`config.mk`:
```
export PLATFORM = sky130hd
export DESIGN_NAME = mux_sel_seq
export DESIGN_NICKNAME = d
export VERILOG_FILES = /design/src/rtl/mux_sel_seq.sv
export SDC_FILE = /design/constraint.sdc
export NUM_CORES = 1
export LEC_CHECK = 0
export ABC_AREA = 0
export CORE_AREA = 2 2 62 64
export DETAILED_ROUTE_END_ITERATION = 12
export DIE_AREA = 0 0 64 66
export GPL_TIMING_DRIVEN = 0
export PLACE_DENSITY = 0.82
export REMOVE_ABC_BUFFERS = 1
export SETUP_SLACK_MARGIN = 0.1
export SLEW_MARGIN = 20
export SYNTH_ARGS = -nofsm -noshare
export SYNTH_HDL_FRONTEND = slang
export SYNTH_SLANG_ARGS = --single-unit
```
`constraint.sdc`:
```
create_clock -name clk -period 3 [get_ports clk]
set_clock_uncertainty 0.05 [all_clocks]
set_input_delay 0.6 -clock clk [delete_from_list [all_inputs] [get_ports clk]]
set_output_delay 0.6 -clock clk [all_outputs]
set_load 0.01 [all_outputs]
```
`src/rtl/mux_sel_seq.sv`:
```
// ---------------------------------------------------------------------------
// mux_sel_seq
//
// Purpose:
//   Clocked select-token generator for the dual-rail control channel of a
//   handshake mux stage. A programmable select pattern is replayed as a
//   stream of 4-phase, return-to-zero dual-rail tokens (one per mux
//   transfer). The acknowledge comes back asynchronously and is brought into
//   the clock domain through a SYNC_STAGES-deep flop synchronizer.
//
// Optional feature (macro MUX_SEL_SEQ_TIMEOUT_EN):
//   When defined, a per-phase watchdog counts cycles spent in REQ/RTZ. On
//   reaching TIMEOUT it drops both rails, sets the sticky err flag and parks
//   the FSM in HALT until reset. When undefined, err is tied low and the
//   handshake waits forever.
//
// Parameters:
//   LEN          pattern depth in tokens (>=1)
//   SYNC_STAGES  flop depth of the acknowledge synchronizer (>=2)
//   TIMEOUT      cycles allowed per handshake phase (watchdog build only)
//
// Ports:
//   clk          sole clock
//   rst          synchronous, active-high reset
//   en           allow issuing new tokens
//   cfg_we       load pattern and length (accepted only while idle)
//   cfg_pattern  bit i = select for token i (0 -> rail A, 1 -> rail B)
//   cfg_len      active tokens; 0 acts as 1, values above LEN clamp to LEN
//   ctl_a        dual-rail select, rail A (mux input 0), registered
//   ctl_b        dual-rail select, rail B (mux input 1), registered
//   actl_i       control acknowledge from the mux, asynchronous to clk
//   busy         FSM not in IDLE, registered
//   tok_cnt      completed tokens, wraps at 2^16
//   err          sticky handshake timeout (0 without the macro)
// ---------------------------------------------------------------------------
module mux_sel_seq #(
    parameter int LEN         = 8,
    parameter int SYNC_STAGES = 2,
    parameter int TIMEOUT     = 1024
) (
    input  logic                     clk,
    input  logic                     rst,
    input  logic                     en,
    input  logic                     cfg_we,
    input  logic [LEN-1:0]           cfg_pattern,
    input  logic [$clog2(LEN+1)-1:0] cfg_len,
    output logic                     ctl_a,
    output logic                     ctl_b,
    input  logic                     actl_i,
    output logic                     busy,
    output logic [15:0]              tok_cnt,
    output logic                     err
);

    localparam int LW = $clog2(LEN + 1);
    localparam int IW = (LEN > 1) ? $clog2(LEN) : 1;

    // Elaboration-time parameter sanity checks.
    if (LEN < 1) begin : g_chk_len
        $error("mux_sel_seq: LEN must be >= 1");
    end
    if (SYNC_STAGES < 2) begin : g_chk_sync
        $error("mux_sel_seq: SYNC_STAGES must be >= 2");
    end
    if (TIMEOUT < 1 || TIMEOUT > 65536) begin : g_chk_timeout
        $error("mux_sel_seq: TIMEOUT must be in 1..65536");
    end

    localparam logic [1:0] IDLE = 2'd0;
    localparam logic [1:0] REQ  = 2'd1;
    localparam logic [1:0] RTZ  = 2'd2;
`ifdef MUX_SEL_SEQ_TIMEOUT_EN
    localparam logic [1:0] HALT = 2'd3;
`endif

    // ---------------------------------------------------------------
    // Acknowledge synchronizer. Cleared by reset so a stale ack from a
    // handshake interrupted by reset cannot leak into the next token.
    // ---------------------------------------------------------------
    logic [SYNC_STAGES-1:0] sync_q;
    logic                   actl_s;

    always_ff @(posedge clk) begin
        if (rst) begin
            sync_q <= '0;
        end else begin
            sync_q <= {sync_q[SYNC_STAGES-2:0], actl_i};
        end
    end

    assign actl_s = sync_q[SYNC_STAGES-1];

    // ---------------------------------------------------------------
    // State
    // ---------------------------------------------------------------
    logic [1:0]     state_q, state_d;
    logic [LEN-1:0] pat_q, pat_d;
    logic [LW-1:0]  len_q, len_d;
    logic [IW-1:0]  idx_q, idx_d;
    logic [15:0]    cnt_q, cnt_d;
    logic           ctl_a_q, ctl_a_d;
    logic           ctl_b_q, ctl_b_d;
    logic           busy_q;

    logic [LW-1:0]  len_clamp;
    logic [IW-1:0]  idx_nxt;
    logic           sel_cur;
    logic           sel_nxt;

    // Length clamp: zero would leave the wrap compare unreachable, and
    // anything above LEN would index past the pattern.
    always_comb begin
        len_clamp = cfg_len;
        if (cfg_len == '0) begin
            len_clamp = LW'(1);
        end else if (cfg_len > LW'(LEN)) begin
            len_clamp = LW'(LEN);
        end
    end

    always_comb begin
        idx_nxt = idx_q + IW'(1);
        if (LW'(idx_q) == len_q - LW'(1)) begin
            idx_nxt = '0;
        end
    end

    assign sel_cur = pat_q[idx_q];
    assign sel_nxt = pat_q[idx_nxt];

`ifdef MUX_SEL_SEQ_TIMEOUT_EN
    logic [15:0] ph_q, ph_d;
    logic        err_q, err_d;
    logic        ph_expired;

    // Trips on the edge that would make the phase TIMEOUT cycles long.
    assign ph_expired = ((state_q == REQ) || (state_q == RTZ)) &&
                        (ph_q == 16'(TIMEOUT - 1));
`endif

    always_comb begin
        state_d = state_q;
        pat_d   = pat_q;
        len_d   = len_q;
        idx_d   = idx_q;
        cnt_d   = cnt_q;
        ctl_a_d = ctl_a_q;
        ctl_b_d = ctl_b_q;

        case (state_q)
            IDLE: begin
                ctl_a_d = 1'b0;
                ctl_b_d = 1'b0;
                // Config load wins over starting a token in the same cycle.
                if (cfg_we) begin
                    pat_d = cfg_pattern;
                    len_d = len_clamp;
                    idx_d = '0;
                end else if (en) begin
                    state_d = REQ;
                    ctl_a_d = ~sel_cur;
                    ctl_b_d = sel_cur;
                end
            end

            REQ: begin
                if (actl_s) begin
                    state_d = RTZ;
                    ctl_a_d = 1'b0;
                    ctl_b_d = 1'b0;
                end
            end

            RTZ: begin
                ctl_a_d = 1'b0;
                ctl_b_d = 1'b0;
                if (!actl_s) begin
                    cnt_d = cnt_q + 16'd1;
                    idx_d = idx_nxt;
                    // en is only consulted between tokens, so dropping it
                    // mid-token lets the current 4-phase cycle finish.
                    if (en) begin
                        state_d = REQ;
                        ctl_a_d = ~sel_nxt;
                        ctl_b_d = sel_nxt;
                    end else begin
                        state_d = IDLE;
                    end
                end
            end

`ifdef MUX_SEL_SEQ_TIMEOUT_EN
            HALT: begin
                ctl_a_d = 1'b0;
                ctl_b_d = 1'b0;
            end
`endif

            default: begin
                state_d = IDLE;
                ctl_a_d = 1'b0;
                ctl_b_d = 1'b0;
            end
        endcase

`ifdef MUX_SEL_SEQ_TIMEOUT_EN
        // Watchdog overrides any handshake progress seen on the same edge.
        if (ph_expired) begin
            state_d = HALT;
            ctl_a_d = 1'b0;
            ctl_b_d = 1'b0;
            cnt_d   = cnt_q;
            idx_d   = idx_q;
        end
`endif
    end

`ifdef MUX_SEL_SEQ_TIMEOUT_EN
    always_comb begin
        err_d = err_q | ph_expired;
        ph_d  = 16'd0;
        if ((state_d == state_q) && ((state_q == REQ) || (state_q == RTZ))) begin
            ph_d = ph_q + 16'd1;
        end
    end

    always_ff @(posedge clk) begin
        if (rst) begin
            ph_q  <= 16'd0;
            err_q <= 1'b0;
        end else begin
            ph_q  <= ph_d;
            err_q <= err_d;
        end
    end

    assign err = err_q;
`else
    assign err = 1'b0;
`endif

    always_ff @(posedge clk) begin
        if (rst) begin
            state_q <= IDLE;
            pat_q   <= '0;
            len_q   <= LW'(1);
            idx_q   <= '0;
            cnt_q   <= 16'd0;
            ctl_a_q <= 1'b0;
            ctl_b_q <= 1'b0;
            busy_q  <= 1'b0;
        end else begin
            state_q <= state_d;
            pat_q   <= pat_d;
            len_q   <= len_d;
            idx_q   <= idx_d;
            cnt_q   <= cnt_d;
            ctl_a_q <= ctl_a_d;
            ctl_b_q <= ctl_b_d;
            busy_q  <= (state_d != IDLE);
        end
    end

    assign ctl_a   = ctl_a_q;
    assign ctl_b   = ctl_b_q;
    assign busy    = busy_q;
    assign tok_cnt = cnt_q;

endmodule

```
==> run summary <==
Synth area leaders: dfxtp_1 41%, nand2_1 5.8%, a21oi_1 5.3%
Min-Delay Path Class: reg -> reg
Seq cells post-synth: 38
synthesized area: 1880 sq um
Wirelength per Cell: 13.3 um
placed inst area: 2230 sq um
fillers: 301
fmax: 471 MHz
Worst setup EP type: primary output
worst slew pin tran: 672 ps
Clock Path Buffers: 2
Layout area overhead: 22.5%
Slew HR: 55.2%
syn_area_per_cell: 8.97 sq um
WHS Path Cells: 1
drt drc: 0
power per cell area: 402 nW/um^2
First-pass DRT Iterations: 4
core area: 3550 sq um
number of global-route vias before repair: 1398
Routed Antenna Nets: 0
WP data arrival: 1470 ps
Starting DRT DRC Count: 78
hold buffers post-CTS: 0
R2R Path End: ctl_a$_SDFFE_PP0P_
GRT Total Usage: 19.4%
DP Wirelength: 2.71 mm
H-tree depth: 2
Via-to-Cell Ratio: 5.47
max incr delay on CP: 600 ps
Buffers & Inverters on Critical Path: 1
Ports: 37
Post-synth ARST share: 0%
most common cell in the netlist: dfxtp_1
Top FF cell, synth: dfxtp_1
Hold EP: sync_q[1]$_SDFF_PP0_
worst vdd ir: 288 uV
Inserted Diodes: 0
Port Buffer Count: 35
min Tclk post-route: 2120 ps
Pleak: 0.000795 uW
Final #Nets: 261
Yosys Warn Count: 0
crit share post-route: 70.8%
critical path class: reg -> out
RePlAce Congestion: 0.799
area occupied by multi-input gates: 1030 sq um
Crit-path slowest cell: clkdlybuf4s50_1
leading area contributor after synthesis: dfxtp_1
synthesized instance count: 209
CTS clk-pin slew, worst paths: 110 ps
Finished Layout Cells: 290
GRT Residual Overflow: 0
CTS Sinks: 38
first-pass GRT wire length: 6.42 mm
status: finished clean
DIE AREA: 4220 sq um
crit-path cells: clkdlybuf4s50_1
cell count of the worst reg-to-reg path: 6
Worst EP required: 2350 ps
clock root cell: clkbuf_4
maxcap violations: 0
Post-Route WL: 3.85 mm
Die H: 66 um
RSZ-0062 raised after global routing: no
Post-synth EDFFs: 0
setup bufs post-CTS: 0
Setup TNS: 0 ps
family with the most delay on the worst path: buffers and inverters
Std-Cell Rows: 22
largest net degree at the start of global routing: 37
Die Wd: 64 um
Worst setup SP type: flop
Seq/Total Area, Yosys: 40.6%
# placed instances: 282
Vias: 1587
Reg-to-Reg Start: len_q[0]$_SDFFE_PP1P_
Final Max Slew Viols: 0
initial antenna violation count: 0
design area: 2300 sq um
Total Power: 924 uW
Starting Density: 52.8%
top cell type's share of synthesized area: 40.6%
CTS tree: yes
CP Max Fanout: 7
synth unique cells: 46
Post-synth top cells: 38 x dfxtp_1, 29 x nand2_1, 20 x a21oi_1, 14 x nor2_1
register area: 761 sq um
post-CTS sizing: 0
Fin. Hold Viols: 0
HP Start: sync_q[0]$_SDFF_PP0_
fraction of layout cells with a size suffix above 1: 8.68%
FF-to-FF setup slack: 1000 ps
# setup viols final: 0
Skew-Pair Late Insertion Delay: 360 ps
CTS buffer count: 5
==> cells in the final DEF, fill, tap and decap left out, types with 6 or more instances in the layout <==
master,count
dfxtp_1,38
clkdlybuf4s50_1,34
nand2_1,29
a21oi_1,20
nor2_1,14
inv_1,7
o21ai_0,7
xor2_1,7
xnor2_1,7
nand4_1,6
==> area by class of cell <==
class	count	share of cell area (%)
clock buffer	6	2.23
clock inverter	2	0.544
inverter	7	1.14
multi-input combinational	153	45.0
sequential	38	33.1
tap	48	2.61
timing repair buffer	36	15.4
==> power by group <==
| group | internal (uW) | switching [uW] | leakage [uW] | total, uW |
|---|---|---|---|---|
| combinational | 52.2 | 51.2 | 0.000452 | 103 |
| clock | 113 | 176 | 0.0000343 | 289 |
| sequential | 519 | 13.6 | 0.000309 | 533 |
| total | 684 | 241 | 0.000795 | 924 |
==> state kept, by name, indices dropped and copies added (netlist names) <==
name	count
ctl_b	1
sync_q	2
state_q	2
busy	1
ctl_a	1
tok_cnt	16
pat_q	8
idx_q	3
len_q	4
==> worst max-delay path by stage <==
| stage | startpoint | to | slack, ps | cells past startpoint |
|---|---|---|---|---|
| 6_report | tok_cnt[3]$_SDFFE_PP0P_ | tok_cnt[3] | 880 | 1 |
| 2_1_floorplan | cfg_we | len_q[0]$_SDFFE_PP1P_ | 1080 | 3 |
| 5_1_grt | tok_cnt[3]$_SDFFE_PP0P_ | tok_cnt[3] | 810 | 1 |
| 4_1_cts | tok_cnt[3]$_SDFFE_PP0P_ | tok_cnt[3] | 860 | 1 |
| 3_3_place_gp | cfg_we | len_q[0]$_SDFFE_PP1P_ | -50 | 4 |
| 3_5_place_dp | cfg_we | idx_q[0]$_SDFFE_PP0P_ | 890 | 6 |
==> routing by layer <==
layer / share of wire [%] / vias to the layer above / global-route usage [%]
li1: - / 813 / -
met1: 47 / 736 / 24.3
met2: 47 / 32 / 32.3
met3: 4.8 / 6 / 5.28
met4: 1.3 / 0 / 6.52
met5: 0 / - / 0
==> stage by stage <==
step,setup slack (ps),hold slack (ps),utilization [%]
6_report,877,398,64.7
5_1_grt,811,426,64.7
4_1_cts,859,402,64.7
3_5_place_dp,893,375,62.9
3_3_place_gp,-45.1,366,62.7
2_1_floorplan,1080,364,-
==> cells by family after synthesis <==
kind of cell | synth area share [%]
fa+ha+maj | 2.00
compound gates | 13.5
mux | 7.54
xor+xnor | 6.54
simple gates | 25.2
buf+inv | 4.54
other cells | 0.200
flops | 40.6
(Power assumes the default switching activity.)
